**src/rtl/mem_bus_arbiter.sv**
```systemverilog
// Memory bus arbiter: shares one bus port between instruction fetch (I) and load/store (D),
// one transaction at a time, with D priority, I starvation guard and a bus timeout.
module mem_bus_arbiter #(
    parameter int AW         = 32,
    parameter int DW         = 32,
    parameter int TIMEOUT    = 255,
    parameter int STARVE_MAX = 4
) (
    input  logic            clk,
    input  logic            rst,
    input  logic            i_req,
    input  logic [AW-1:0]   i_addr,
    output logic [DW-1:0]   i_rdata,
    output logic            i_ack,
    output logic            i_err,
    input  logic            d_req,
    input  logic            d_we,
    input  logic [AW-1:0]   d_addr,
    input  logic [DW-1:0]   d_wdata,
    input  logic [DW/8-1:0] d_sel,
    output logic [DW-1:0]   d_rdata,
    output logic            d_ack,
    output logic            d_err,
    output logic            m_cyc,
    output logic            m_stb,
    output logic            m_we,
    output logic [AW-1:0]   m_addr,
    output logic [DW-1:0]   m_wdata,
    output logic [DW/8-1:0] m_sel,
    input  logic [DW-1:0]   m_rdata,
    input  logic            m_ack,
    input  logic            m_err,
    output logic            busy
);

    localparam int SW = DW / 8;
    localparam int TW = $clog2(TIMEOUT + 1);
    localparam int CW = $clog2(STARVE_MAX + 1);

    typedef enum logic [1:0] {IDLE, GNT_I, GNT_D} state_t;

    state_t          state_q, state_d;
    logic            cyc_q, cyc_d;
    logic            we_q, we_d;
    logic [AW-1:0]   addr_q, addr_d;
    logic [DW-1:0]   wdata_q, wdata_d;
    logic [SW-1:0]   sel_q, sel_d;
    logic [TW-1:0]   tmo_q, tmo_d;
    logic [CW-1:0]   starve_q, starve_d;

    logic tmo_hit, bus_ok, bus_fail, done, starved;

    assign tmo_hit  = (tmo_q == TW'(TIMEOUT - 1));
    assign bus_ok   = m_ack && !m_err;
    // A real completion in the timeout cycle takes precedence over the abort.
    assign bus_fail = m_err || (tmo_hit && !m_ack);
    assign done     = m_ack || m_err || tmo_hit;
    assign starved  = i_req && (starve_q == CW'(STARVE_MAX));

    assign i_ack   = (state_q == GNT_I) && bus_ok;
    assign i_err   = (state_q == GNT_I) && bus_fail;
    assign d_ack   = (state_q == GNT_D) && bus_ok;
    assign d_err   = (state_q == GNT_D) && bus_fail;
    assign i_rdata = m_rdata;
    assign d_rdata = m_rdata;

    assign m_cyc   = cyc_q;
    assign m_stb   = cyc_q;
    assign m_we    = we_q;
    assign m_addr  = addr_q;
    assign m_wdata = wdata_q;
    assign m_sel   = sel_q;
    assign busy    = (state_q != IDLE);

    always_comb begin
        state_d  = state_q;
        cyc_d    = cyc_q;
        we_d     = we_q;
        addr_d   = addr_q;
        wdata_d  = wdata_q;
        sel_d    = sel_q;
        tmo_d    = tmo_q;
        starve_d = starve_q;
        case (state_q)
            IDLE: begin
                if (!i_req) begin
                    starve_d = '0;
                end
                if (d_req && !starved) begin
                    state_d = GNT_D;
                    cyc_d   = 1'b1;
                    we_d    = d_we;
                    addr_d  = d_addr;
                    wdata_d = d_wdata;
                    sel_d   = d_sel;
                    tmo_d   = '0;
                    if (i_req) begin
                        starve_d = starve_q + CW'(1);
                    end
                end else if (i_req) begin
                    state_d  = GNT_I;
                    cyc_d    = 1'b1;
                    we_d     = 1'b0;
                    addr_d   = i_addr;
                    wdata_d  = '0;
                    sel_d    = '1;
                    tmo_d    = '0;
                    starve_d = '0;
                end
            end
            GNT_I, GNT_D: begin
                if (done) begin
                    state_d = IDLE;
                    cyc_d   = 1'b0;
                end else begin
                    tmo_d = tmo_q + TW'(1);
                end
            end
            default: begin
                state_d = IDLE;
                cyc_d   = 1'b0;
            end
        endcase
    end

    always_ff @(posedge clk or posedge rst) begin
        if (rst) begin
            state_q  <= IDLE;
            cyc_q    <= 1'b0;
            we_q     <= 1'b0;
            addr_q   <= '0;
            wdata_q  <= '0;
            sel_q    <= '0;
            tmo_q    <= '0;
            starve_q <= '0;
        end else begin
            state_q  <= state_d;
            cyc_q    <= cyc_d;
            we_q     <= we_d;
            addr_q   <= addr_d;
            wdata_q  <= wdata_d;
            sel_q    <= sel_d;
            tmo_q    <= tmo_d;
            starve_q <= starve_d;
        end
    end

endmodule

```
**config.mk**
```make
export PLATFORM = sky130hd
export DESIGN_NAME = mem_bus_arbiter
export DESIGN_NICKNAME = d
export VERILOG_FILES = /design/src/rtl/mem_bus_arbiter.sv
export SDC_FILE = /design/constraint.sdc
export NUM_CORES = 1
export LEC_CHECK = 0
export CORE_MARGIN = 8
export CORE_UTILIZATION = 37
export DETAILED_ROUTE_END_ITERATION = 12
export PLACE_DENSITY = 0.82
export RECOVER_POWER = 100
export SLEW_MARGIN = 40
export SYNTH_ARGS = -nofsm -noshare
export SYNTH_HDL_FRONTEND = slang
export SYNTH_SLANG_ARGS = --single-unit
```
**constraint.sdc**
```tcl
create_clock -name clk -period 2.9 [get_ports clk]
set_input_delay 0.29 -clock clk [delete_from_list [all_inputs] [get_ports clk]]
set_output_delay 0.29 -clock clk [all_outputs]
set_load 0.05 [all_outputs]
```
# ---- Word-level counts from Yosys, hierarchy flattened
# Index checks and enable logic that the tools add are counted.
dict set report word_totals {
  register_bits 83
  out_inout_bits 140
}
dict set report classes {
  add_sub_neg 2
  n_eq_ne 7
  mux 22
  reduce_logical 22
}
# cell count
set ops {}
lappend ops {{two-way mux 32 bit} 4}
lappend ops {{two-way mux 8 bit} 3}
lappend ops {{case mux 8 bit (2 select lines)} 1}
lappend ops {{adder 8 x 1 -> 8 bit (second input constant)} 1}
lappend ops {{== test 8 bit (second input constant)} 1}
lappend ops {{logical AND 1 bit} 8}
lappend ops {{two-way mux 4 bit} 2}
lappend ops {{two-way mux 2 bit} 3}
lappend ops {{two-way mux 3 bit} 2}
lappend ops {{nonzero test 2 bit} 3}
lappend ops {{two-way mux 1 bit} 5}
lappend ops {{!= test 2 bit (second input constant)} 2}
lappend ops {{case mux 2 bit (2 select lines)} 1}
lappend ops {{AND reduction 2 bit} 2}
lappend ops {{adder 3 x 1 -> 3 bit (second input constant)} 1}
lappend ops {{== test 3 bit (second input constant)} 1}
lappend ops {{logical NOT 1 bit} 3}
lappend ops {{logical OR 1 bit} 3}
lappend ops {{!= test 3 bit (second input constant)} 1}
lappend ops {{AND reduction 3 bit} 1}
lappend ops {{== test 2 x 1 -> 1 bit (second input constant)} 1}
lappend ops {{== test 2 bit (second input constant)} 1}
lappend ops {{logical NOT 2 bit} 1}
lappend ops {{case mux 1 bit (2 select lines)} 1}
lappend ops {{OR reduction 2 bit} 1}

# ---- Logic depth before layout (Yosys ltp)
# Gate-level depths: netlist (run 1).
dict set report logic_depth {
  word_depth 6
  mapped_depth 9
  ltp_nobuf 6
}

# ---- Worst setup path after synthesis (run 1)
# Ideal clock, no wire load.
dict set report synth_path {
  path_type {flip-flop to flip-flop}
  start {register state_q[0]}
  end {register addr_q[11] (netlist: m_addr[11])}
  t_arrival_ns 1.764
  required_time_ns 2.759
  setup_slack_ns 0.995
  path_stages_with_launch 9
  path_buffers 3
  period_less_slack_ns 1.905
  path_cell_list {dfrtp_1 > inv_1 > ha_1 > buf_2 > inv_1 > nor2_1 > buf_2 > buf_1 > a31oi_1}
}
dict set report synth_between {
  elab_chain_cells 2
}
# item line
set synth_rtl {}
lappend synth_rtl {{from (decl)} 42} ;# state_t state_q, state_d;
lappend synth_rtl {{from (signal assigned)} 137} ;# state_q <= state_d;
lappend synth_rtl {{logical NOT 2 bit} 84} ;# case (state_q)
lappend synth_rtl {{AND reduction 2 bit (no source line)} --}
lappend synth_rtl {{to (signal assigned)} 140} ;# addr_q <= addr_d;
lappend synth_rtl {{to (decl)} 45} ;# logic [AW-1:0] addr_q, addr_d;
# No other way between the ends.
# A chain may end at the register's enable or synchronous reset.

# ---- Final worst setup path (run 1)
dict set report layout_path {
  start {register tmo_q[0]}
  end {output d_err}
}
dict set report layout_between {
  elab_chain_cells 4
}
# item line
set layout_rtl {}
lappend layout_rtl {{from (decl)} 48} ;# logic [TW-1:0] tmo_q, tmo_d;
lappend layout_rtl {{from (signal assigned)} 143} ;# tmo_q <= tmo_d;
lappend layout_rtl {{== test 8 bit} 53} ;# assign tmo_hit = (tmo_q == TW'(TIMEOUT - 1));
lappend layout_rtl {{logical AND 1 bit} 56} ;# assign bus_fail = m_err || (tmo_hit && !m_ack);
lappend layout_rtl {{logical OR 1 bit} 56}
lappend layout_rtl {{logical AND 1 bit} 63} ;# assign d_err = (state_q == GNT_D) && bus_fail;
lappend layout_rtl {{to (decl)} 23} ;# output logic d_err,
# No other way between the ends.

==> out/metrics.csv, run 1 <==
stage,metric,value,unit
synthesis,syn_area_per_cell,8.54,um^2
detailed_routing,# DRC,0,
layout,synth-to-layout area growth,40.6,%
detailed_routing,via count,3706,
grt,initial antenna violation count,0,
place,post-DP HPWL,10300,um
sta,final setup vio count,0,
sta,Slew HR,-0.191,
clocking,clk_lat worst skew,0.34,ns
layout,diode count,0,
sta,max-slew violations,40,
layout,layout cells sized above 1,0.0428,
synthesis,Netlist cell types,34,
clocking,CTS resizes,0,
synthesis,number of flops mapped to enable cells by yosys,0,
layout,"Core Util, Final",0.530,
grt,total gr overflow,0,
power_and_ir_drop,pwr/cell area,1170,nW/um^2
synthesis,top_reg_cell synth,dfrtp_1,
grt,vias in the first global route,3870,
layout,Finished Layout Cells,751,
synthesis,YS warnings,0,
detailed_routing,First-pass DRT Iterations,4,
clocking,clk sinks,83,
critical_path,critical path startpoint category,register,
sta,worst setup margin,0.273,ns
synthesis,Syn Nets,645,
run_status,status,"finished, violations left",
sta,Final min period,2.63,ns
sta,Fin. Hold Viols,0,
detailed_routing,wire length per cell,17.6,um
synthesis,Post-synth ARST share,1.00,
min_path,hold depth,2,
min_path,Hold Crit Class,reg -> reg,
power_and_ir_drop,total power,7.00,mW
place,area post-placement,5730,um^2
clocking,postcts setup bufs,0,
die,I/O Pins,279,
clocking,Max clock buf depth,2,
run,max_cap viols,1,
clocking,Worst-path clk slew,0.06,ns
critical_path,"Max FO, Critical Path",6,
place,GP Congestion,0.802,
sta,Fmax,0.381,GHz
synthesis,post-synthesis cell count,499,
die,die height,123,um
layout,cell area after layout,5990,um^2
layout,"commonest non-fill, non-tap cell in the layout",nand2_1,
grt,first-pass GRT wire length,20200,um
die,Die ar.,15200,um^2
grt,Total GRT Usage,0.170,
critical_path,critical path's largest stage delay,0.87,ns
critical_path,critical path arrival,2.34,ns
sta,Hold Slack,0.457,ns
detailed_routing,DRT Wirelength,13200,um
clocking,Clock H-tree levels,3,
synthesis,"Cell Area, Synth",4260,um^2
synthesis,"FF+latch count, synth",83,
power_and_ir_drop,VDD IR max,663,uV
place,# port buffers,182,
sta,Post-Route Setup TNS,0,ns
die,Std-Cell Rows,39,
critical_path,CP Capture Type,primary output,
synthesis,sequential share of the synthesized area,0.487,
layout,NumNets Final,749,
sta,Max Clock Skew,0.00877,ns
die,Starting Density,0.377,
sta,crit share post-route,0.906,
place,pre-CTS setup slack,0.602,ns
grt,largest net degree at the start of global routing,57,
detailed_routing,antenna-violating nets left,0,
die,DIE WIDTH,123,um
detailed_routing,DR iter-0 viols,266,
clocking,hold buffer count at CTS,0,
power_and_ir_drop,leakage,2.74,nW
die,Core Region,11300,um^2
sta,measured slew at the worst slew-check pin,1.78,ns
run_status,violated checks,"max-capacitance violations, max-slew violations",
critical_path,critical path class,reg -> out,
sta,unrepaired setup endpoints after global routing,no,
detailed_routing,routed vias/inst,4.93,
layout,fill count,1025,
critical_path,crit path max-delay cell type,dlygate4sd3_1,
place,cell total after placement,735,
clocking,Clock Tree Root,clkbuf_16,
critical_path,crit path cell chain,"inv_1, ha_1, nand3_1, o31ai_1, and2_1, dlygate4sd3_1",
clocking,CTS buffer count,9,
layout,most frequent cells in the layout,"nand2_1, clkdlybuf4s50_1, dfrtp_1",
critical_path,r2r worst-path depth,6,
critical_path,CP required,2.61,ns
clocking,CTS tree,built,
-- path summary, 6_finish.rpt --
path	start	to	slack, ns
setup / recovery	tmo_q[0]	d_err	0.27
hold / removal	m_wdata[25]	m_wdata[25]	0.46
setup reg to reg	state_q[0]	tmo_q[5]	0.49
hold reg to reg	m_wdata[25]	m_wdata[25]	0.46
max in group asynchronous	rst	m_addr[29]	0.65
min in group asynchronous	rst	m_wdata[7]	0.84
-- logic make-up (layout without fill, tap and decap cells) --
group                      after synthesis  after routing  share of synthesized area
adders and majority gates                7              7                     0.0205
buffers and inverters                  107            216                      0.157
DFF                                     83             83                      0.487
muxes                                    1              1                    0.00235
and+or+nand+nor                        237            237                      0.232
AOI/OAI and AO/OA                       64             64                      0.101
-- flip-flops by register name, indices dropped and copies added (netlist names) --
name      cells
starve_q      3
m_addr       32
m_sel         4
tmo_q         8
m_wdata      32
state_q       2
m_cyc         1
m_we          1
-- cells in the mapped netlist (4+ instances only) --
cell / number / area share
ha_1: 7 / 0.021
dfrtp_1: 83 / 0.49
nand2_1: 144 / 0.13
inv_1: 11 / 0.0097
buf_4: 65 / 0.11
a31oi_1: 37 / 0.054
buf_2: 11 / 0.013
nand3_1: 39 / 0.046
clkbuf_1: 15 / 0.013
a21oi_1: 4 / 0.0047
o21ai_0: 8 / 0.0094
nor2_1: 38 / 0.033
-- layout make-up --
| class | count | area (um^2) | area share |
|---|---|---|---|
| well taps | 143 | 179 | 0.0298 |
| multi-input cells | 309 | 1510 | 0.252 |
| clock buffers | 10 | 239 | 0.0399 |
| flip-flops and latches | 83 | 2080 | 0.346 |
| repair buffers | 189 | 1880 | 0.314 |
| clock inverters | 6 | 65.1 | 0.0109 |
| inverters | 11 | 42.5 | 0.00710 |
-- power breakdown --
part | internal [mW] | switching, mW | total [mW]
Combinational | 1.13 | 2.77 | 3.90
Clock | 0.690 | 0.464 | 1.15
Sequential | 1.67 | 0.275 | 1.94
-- critical path: cells and delay by family (launching register included) --
kind,cells,cell delay [ns]
fa+ha+maj,1,0.16
compound gates,1,0.24
simple gates,2,0.23
buf+inv,2,0.95
flops,1,0.43
-- metal layers --
| layer | wire [um] | track usage |
|---|---|---|
| met5 | 0 | 0 |
| met4 | 346 | 0.0760 |
| met3 | 1380 | 0.0584 |
| met2 | 6760 | 0.300 |
| met1 | 4710 | 0.179 |
No activity file was read; power rests on OpenSTA's default activity.
==> inputs of run 2 (changes only) <==
ABC_AREA = 0   (was default)
==> results of run 2 <==
No change in the layout: final DEF, timing and power equal those of run 1.
